File: src/rtl/mcpu_alu_pkg.sv
// Shared constants for the MCPU ALU: opcode encodings and default widths.
package mcpu_alu_pkg;

   localparam int unsigned DEF_CMD_SIZE  = 32'd2;
   localparam int unsigned DEF_WORD_SIZE = 32'd8;

   localparam logic [1:0] OP_AND = 2'd0;
   localparam logic [1:0] OP_OR  = 2'd1;
   localparam logic [1:0] OP_XOR = 2'd2;
   localparam logic [1:0] OP_ADD = 2'd3;

endpackage

File: src/rtl/mcpu_alu_pipe_if.sv
// Request/response bundle between the issue stage (master) and the ALU pipe (slave).
interface mcpu_alu_pipe_if #(
   parameter int CMD_SIZE  = 2,
   parameter int WORD_SIZE = 8
);
   logic                 in_valid;
   logic                 in_ready;
   logic [CMD_SIZE-1:0]  opcode;
   logic [WORD_SIZE-1:0] r1;
   logic [WORD_SIZE-1:0] r2;
   logic                 out_valid;
   logic                 out_ready;
   logic [WORD_SIZE-1:0] out;
   logic                 OVERFLOW;
   logic                 idle;

   modport master (
      output in_valid, opcode, r1, r2, out_ready,
      input  in_ready, out_valid, out, OVERFLOW, idle
   );

   modport slave (
      input  in_valid, opcode, r1, r2, out_ready,
      output in_ready, out_valid, out, OVERFLOW, idle
   );
endinterface

File: src/rtl/mcpu_alu_core.sv
// Combinational ALU compute of {carry, result}; shared with the single-cycle ALU.
module mcpu_alu_core
   import mcpu_alu_pkg::*;
#(
   parameter int CMD_SIZE  = DEF_CMD_SIZE,
   parameter int WORD_SIZE = DEF_WORD_SIZE
) (
   input  logic [CMD_SIZE-1:0]  i_opcode,
   input  logic [WORD_SIZE-1:0] i_r1,
   input  logic [WORD_SIZE-1:0] i_r2,
   output logic [WORD_SIZE-1:0] o_out,
   output logic                 o_ovf
);

   logic [WORD_SIZE:0] w_sum;

   assign w_sum = {1'b0, i_r1} + {1'b0, i_r2};

   // Opcode decode; every unlisted encoding falls through to ADD.
   always_comb begin
      o_out = w_sum[WORD_SIZE-1:0];
      o_ovf = 1'b0;
      case (i_opcode)
         CMD_SIZE'(OP_AND): o_out = i_r1 & i_r2;
         CMD_SIZE'(OP_OR):  o_out = i_r1 | i_r2;
         CMD_SIZE'(OP_XOR): o_out = i_r1 ^ i_r2;
         default:           {o_ovf, o_out} = w_sum;
      endcase
   end

endmodule

File: src/rtl/mcpu_alu_pipe.sv
// Two-stage valid/ready ALU pipe. Define MCPU_ALU_STATS_EN for transfer/carry counters.
module mcpu_alu_pipe
   import mcpu_alu_pkg::*;
#(
   parameter int CMD_SIZE  = DEF_CMD_SIZE,
   parameter int WORD_SIZE = DEF_WORD_SIZE
) (
   input  logic              clk,
   input  logic              reset,
   mcpu_alu_pipe_if.slave    bus
`ifdef MCPU_ALU_STATS_EN
   ,
   output logic [15:0]       op_count,
   output logic [15:0]       ovf_count
`endif
);

   logic                 r_s1_valid;
   logic [CMD_SIZE-1:0]  r_s1_op;
   logic [WORD_SIZE-1:0] r_s1_a;
   logic [WORD_SIZE-1:0] r_s1_b;
   logic                 r_out_valid;
   logic [WORD_SIZE-1:0] r_out;
   logic                 r_ovf;

   logic                 w_adv2;
   logic                 w_s1_to_s2;
   logic                 w_in_xfer;
   logic [WORD_SIZE-1:0] w_res;
   logic                 w_res_ovf;

   assign w_adv2      = !r_out_valid || bus.out_ready;
   assign w_s1_to_s2  = r_s1_valid && w_adv2;
   assign bus.in_ready = !r_s1_valid || w_adv2;
   assign w_in_xfer   = bus.in_valid && bus.in_ready;

   // Stage 1: capture the request; empties when it moves on with nothing new behind it.
   always_ff @(posedge clk or posedge reset) begin
      if (reset) begin
         r_s1_valid <= 1'b0;
         r_s1_op    <= '0;
         r_s1_a     <= '0;
         r_s1_b     <= '0;
      end else if (w_in_xfer) begin
         r_s1_valid <= 1'b1;
         r_s1_op    <= bus.opcode;
         r_s1_a     <= bus.r1;
         r_s1_b     <= bus.r2;
      end else if (w_s1_to_s2) begin
         r_s1_valid <= 1'b0;
      end
   end

   mcpu_alu_core #(
      .CMD_SIZE  (CMD_SIZE),
      .WORD_SIZE (WORD_SIZE)
   ) u_core (
      .i_opcode (r_s1_op),
      .i_r1     (r_s1_a),
      .i_r2     (r_s1_b),
      .o_out    (w_res),
      .o_ovf    (w_res_ovf)
   );

   // Stage 2: result register; data is kept when it drains empty so out/OVERFLOW stay put.
   always_ff @(posedge clk or posedge reset) begin
      if (reset) begin
         r_out_valid <= 1'b0;
         r_out       <= '0;
         r_ovf       <= 1'b0;
      end else if (w_adv2) begin
         r_out_valid <= r_s1_valid;
         if (r_s1_valid) begin
            r_out <= w_res;
            r_ovf <= w_res_ovf;
         end
      end
   end

   assign bus.out_valid = r_out_valid;
   assign bus.out       = r_out;
   assign bus.OVERFLOW  = r_ovf;
   assign bus.idle      = !r_s1_valid && !r_out_valid;

`ifdef MCPU_ALU_STATS_EN
   logic [15:0] r_op_count;
   logic [15:0] r_ovf_count;
   logic        w_out_xfer;

   assign w_out_xfer = r_out_valid && bus.out_ready;

   // Saturating counters of completed results and of those carrying out.
   always_ff @(posedge clk or posedge reset) begin
      if (reset) begin
         r_op_count  <= 16'd0;
         r_ovf_count <= 16'd0;
      end else if (w_out_xfer) begin
         if (r_op_count != 16'hFFFF) begin
            r_op_count <= r_op_count + 16'd1;
         end
         if (r_ovf && (r_ovf_count != 16'hFFFF)) begin
            r_ovf_count <= r_ovf_count + 16'd1;
         end
      end
   end

   assign op_count  = r_op_count;
   assign ovf_count = r_ovf_count;
`endif

endmodule

File: src/flat_wrapper.sv
// flat-port wrapper written by rule: the top's interface ports become plain ports
module mcpu_alu_pipe_flat import mcpu_alu_pkg::*;
#(
   parameter int CMD_SIZE  = DEF_CMD_SIZE,
   parameter int WORD_SIZE = DEF_WORD_SIZE
)
  (clk, reset, bus_in_valid, bus_opcode, bus_r1, bus_r2, bus_out_ready, bus_in_ready, bus_out_valid, bus_out, bus_OVERFLOW, bus_idle);
  mcpu_alu_pipe_if #(.CMD_SIZE(CMD_SIZE), .WORD_SIZE(WORD_SIZE)) bus_i ();
  input  logic clk;
  input  logic reset;
  input wire logic [$bits(bus_i.in_valid)-1:0] bus_in_valid;
  input wire logic [$bits(bus_i.opcode)-1:0] bus_opcode;
  input wire logic [$bits(bus_i.r1)-1:0] bus_r1;
  input wire logic [$bits(bus_i.r2)-1:0] bus_r2;
  input wire logic [$bits(bus_i.out_ready)-1:0] bus_out_ready;
  output wire logic [$bits(bus_i.in_ready)-1:0] bus_in_ready;
  output wire logic [$bits(bus_i.out_valid)-1:0] bus_out_valid;
  output wire logic [$bits(bus_i.out)-1:0] bus_out;
  output wire logic [$bits(bus_i.OVERFLOW)-1:0] bus_OVERFLOW;
  output wire logic [$bits(bus_i.idle)-1:0] bus_idle;
  assign bus_i.in_valid = bus_in_valid;
  assign bus_i.opcode = bus_opcode;
  assign bus_i.r1 = bus_r1;
  assign bus_i.r2 = bus_r2;
  assign bus_i.out_ready = bus_out_ready;
  assign bus_in_ready = bus_i.in_ready;
  assign bus_out_valid = bus_i.out_valid;
  assign bus_out = bus_i.out;
  assign bus_OVERFLOW = bus_i.OVERFLOW;
  assign bus_idle = bus_i.idle;
  mcpu_alu_pipe #(.CMD_SIZE(CMD_SIZE), .WORD_SIZE(WORD_SIZE)) u_core (.clk(clk), .reset(reset), .bus(bus_i));
endmodule
File: config.mk
export PLATFORM = sky130hd
export DESIGN_NAME = mcpu_alu_pipe_flat
export DESIGN_NICKNAME = d
export VERILOG_FILES = /design/src/rtl/mcpu_alu_pkg.sv /design/src/rtl/mcpu_alu_pipe_if.sv /design/src/rtl/mcpu_alu_core.sv /design/src/rtl/mcpu_alu_pipe.sv /design/src/flat_wrapper.sv
export SDC_FILE = /design/constraint.sdc
export NUM_CORES = 1
export LEC_CHECK = 0
export CAP_MARGIN = 25
export CORE_MARGIN = 4
export CORE_UTILIZATION = 36
export DETAILED_ROUTE_END_ITERATION = 10
export MAX_ROUTING_LAYER = met4
export PLACE_DENSITY = 0.57
export SYNTH_ARGS = -nofsm -noshare
export SYNTH_HDL_FRONTEND = slang
export SYNTH_SLANG_ARGS = --single-unit
File: constraint.sdc
create_clock -name clk -period 2.2 [get_ports clk]
set_input_delay 0.44 -clock clk [delete_from_list [all_inputs] [get_ports clk]]
set_output_delay 0.44 -clock clk [all_outputs]
set_load 0.02 [all_outputs]
==> metrics.md, run 1 <==
| Metric | Value |
|---|---|
| Status | finished clean |
| CP startpoint kind | input pin |
| FP Rows | 25 |
| DR vias | 1312 |
| Root buffer cell | clkbuf_8 |
| Worst EP arrival | 1.64 ns |
| Worst-path clk slew | 0.06 ns |
| Vias in the first global route | 1272 |
| Fmax | 481.2 MHz |
| Clk network pwr share | 23.0% |
| # hold bufs at CTS | 0 |
| Grt ovf | 0 |
| Detailed-route wire length per cell | 11.52 µm |
| Clk buf depth | 2 |
| RSZ-0062 raised after global routing | false |
| Switching share of power | 33.96% |
| Drt total wl | 3.305 mm |
| Final Total Pwr | 1.899 mW |
| Number of iterations in the first detailed-routing pass | 3 |
| Critical path class | input pin to output port |
| Global Route Usage Sum | 12.60% |
| Core ar. | 4755 µm² |
| Max-slew violations | 0 |
| Yosys Warn Count | 0 |
| Period utilization | 94.45% |
| Synth unique cells | 32 |
| Mapped Nets | 221 |
| Hold Path Class | flip-flop to flip-flop |
| Syn avg cell area | 9.721 µm² |
| Final core occ | 48.16% |
| Post-CTS Repair Setup Buffers | 0 |
| Internal | 1.254 mW |
| Max Cap Viol | 0 |
| Final Hold Vio Count | 0 |
| Seq/Total Area, Yosys | 41.02% |
| Final ANT Viol Nets | 0 |
| Inserted Diodes | 0 |
| Gate power share | 38.5% |
| Vert. Die Dim | 78.11 µm |
| Worst Clk Skew | 0.004019 ns |
| Synth Register Bits | 29 |
| Die area | 6100 µm² |
| Worst Setup End Kind | output port |
| # nets final | 259 |
| Slew headroom | 61.94% |
| P&R area growth vs syn | 29.42% |
| Data required, critical path | 1.76 ns |
| Initial Utilization | 37.21% |
| H-tree Lvls | 2 |
| Number of antenna violations at the first check in global routing | 0 |
| Die width | 78.11 µm |
| Peak supply drop | 0.3944 mV |
| Layout cell share with drive strength beyond 1 | 14.55% |
| First-pass GRT wire length | 5.954 mm |
| Cells after Synth | 182 |
| Port Buf Inserts | 33 |
| Leak | 1.054 nW |
| Routability Congestion | 0.7304 |
| Switching pwr | 0.6450 mW |
| R2R Setup Slk | 0.28 ns |
| CTS sink cnt | 29 |
| Iter 0 DRT Violations | 61 |
| Vias per inst | 4.571 |
| Mapped Area | 1769 µm² |
| CTS tree | done |
| Total CTS buffers | 5 |
| Post-layout instance area | 2290 µm² |
| Setup_tns | 0 ns |
| # IOs | 34 |
| Worst Path Max Fanout | 2 |
| Number of remaining DRC errors | 0 |
| Detailed placement HPWL | 2.514 mm |
| Layout fillers | 479 |
| Setup violations, final | 0 |
| Post-DP Area | 2203 µm² |
| Largest net degree at the start of global routing | 30 |
| Seq pwr share | 38.4% |
| Post-CTS Resized | 0 |
| Worst-Margin Slew | 0.5709 ns |
| Clk_lat worst skew | 0.28 ns |
| P per Cell Area | 829.6 nW/µm² |
| Crit path time final | 2.078 ns |
[layout make-up]
type | instances | area (µm²) | share of cell area [%]
clock buffers | 7 | 86.33 | 3.770
flip-flops and latches | 29 | 725.7 | 31.69
well taps | 67 | 83.83 | 3.661
repair buffers | 38 | 380.4 | 16.61
multi-input cells | 125 | 934.6 | 40.82
inverters | 21 | 78.83 | 3.443
[power by group through the flow]
stage	clock [mW]	sequential (mW)	combinational (mW)
2_1_floorplan	0	0.774	0.440
3_3_place_gp	0	0.738	0.729
3_5_place_dp	0	0.743	0.738
4_1_cts	0.458	0.733	0.741
5_1_grt	0.475	0.755	0.823
6_report	0.438	0.730	0.732
[critical path: stages]
cell	delay (ns)
clkdlybuf4s50_1	0.46
nand3b_1	0.12
clkdlybuf4s50_1	0.61
[synthesized netlist by cell type]
master,count,area (µm²)
nand3b_1,3,22.52
o22ai_1,1,6.260
fa_1,1,20.02
buf_2,3,15.01
a21oi_2,1,8.760
nand3_1,6,30.03
a311oi_2,1,15.01
nor2_1,15,56.30
and2_1,1,6.260
nor3_1,1,5.000
nand2_1,13,48.80
dfrtp_1,29,725.7
nand2b_1,4,25.02
inv_1,21,78.83
ha_1,16,200.2
mux2_2,18,202.7
o21ai_0,9,45.04
clkbuf_1,3,11.26
o21bai_1,1,7.510
a21boi_0,1,7.510
buf_1,1,3.750
xor2_1,2,17.52
a211oi_1,6,45.04
o211ai_1,1,7.510
a21oi_1,13,65.06
xnor2_1,1,8.760
a2111oi_0,1,8.760
mux2i_1,4,40.04
nand2_2,1,6.260
or3b_1,1,8.760
a21o_1,2,15.01
o21ai_1,1,5.000
[metal layers]
layer	up-vias	share of wire [%]	GRT usage, %
met5	-	0	-
met4	0	2.1	5.769
met3	7	4.1	3.440
met2	23	44	18.49
met1	591	50	16.20
li1	691	-	-
[logic make-up after synthesis]
group | after synthesis | synth area share [%]
adder cells (fa/ha/maj) | 17 | 12.45
AO/OA/AOI/OAI | 38 | 13.37
XOR/XNOR | 3 | 1.485
multiplexers | 22 | 13.72
AND/OR/NAND/NOR | 45 | 11.81
buffers and inverters | 28 | 6.153
flip-flops | 29 | 41.02
[worst paths after layout]
check | start | endpoint | cells past startpoint
setup / recovery | bus_out_ready | bus_in_ready | 3
hold / removal | u_core.bus.out[1]$_DFFE_PP0P_ | u_core.bus.out[1]$_DFFE_PP0P_ | 2
setup reg to reg | u_core.r_s1_b[0]$_DFFE_PP0P_ | u_core.bus.out[4]$_DFFE_PP0P_ | 8
hold reg to reg | u_core.bus.out[1]$_DFFE_PP0P_ | u_core.bus.out[1]$_DFFE_PP0P_ | 2
max in group asynchronous | reset | u_core.bus.out[3]$_DFFE_PP0P_ | 3
min in group asynchronous | reset | u_core.r_s1_b[7]$_DFFE_PP0P_ | 3
[metrics by stage]
stage	cells	worst slack (ns)	hold WS (ns)
floorplan	182	0.4296	0.5016
global placement	280	0.1309	0.4635
detailed placement	280	0.1227	0.4706
CTS	287	0.1125	0.4846
global route	287	0.04903	0.5121
finish	287	0.1220	0.4741
[placed cells by master, fill, tap and decap left out, drive strengths merged, types with 5 or more instances in the layout]
cell type and instances:
dfrtp 29, clkdlybuf4s50 33, buf 5, mux2 18, clkbuf 7, a211oi 6
inv 21, nand2 14, ha 16, o21ai 10, nand3 6, a21oi 14
nor2 15
[sequential cells by signal, indices dropped and copies added, names as in the netlist]
| register | count |
|---|---|
| u_core.bus.OVERFLOW | 1 |
| u_core.bus.out | 8 |
| u_core.bus.out_valid | 1 |
| u_core.r_s1_a | 8 |
| u_core.r_s1_b | 8 |
| u_core.r_s1_op | 2 |
| u_core.r_s1_valid | 1 |
Power figures use the tool's default switching activity.
==> run 2: changes to the inputs <==
--- a/config.mk
+++ b/config.mk
@@ -9,6 +9,7 @@
 export CORE_MARGIN = 4
 export CORE_UTILIZATION = 36
 export DETAILED_ROUTE_END_ITERATION = 10
+export HOLD_SLACK_MARGIN = 0.05
 export MAX_ROUTING_LAYER = met4
 export PLACE_DENSITY = 0.57
 export SYNTH_ARGS = -nofsm -noshare
==> results of run 2 <==
The final DEF is identical to that of run 1; final timing and power are the same.
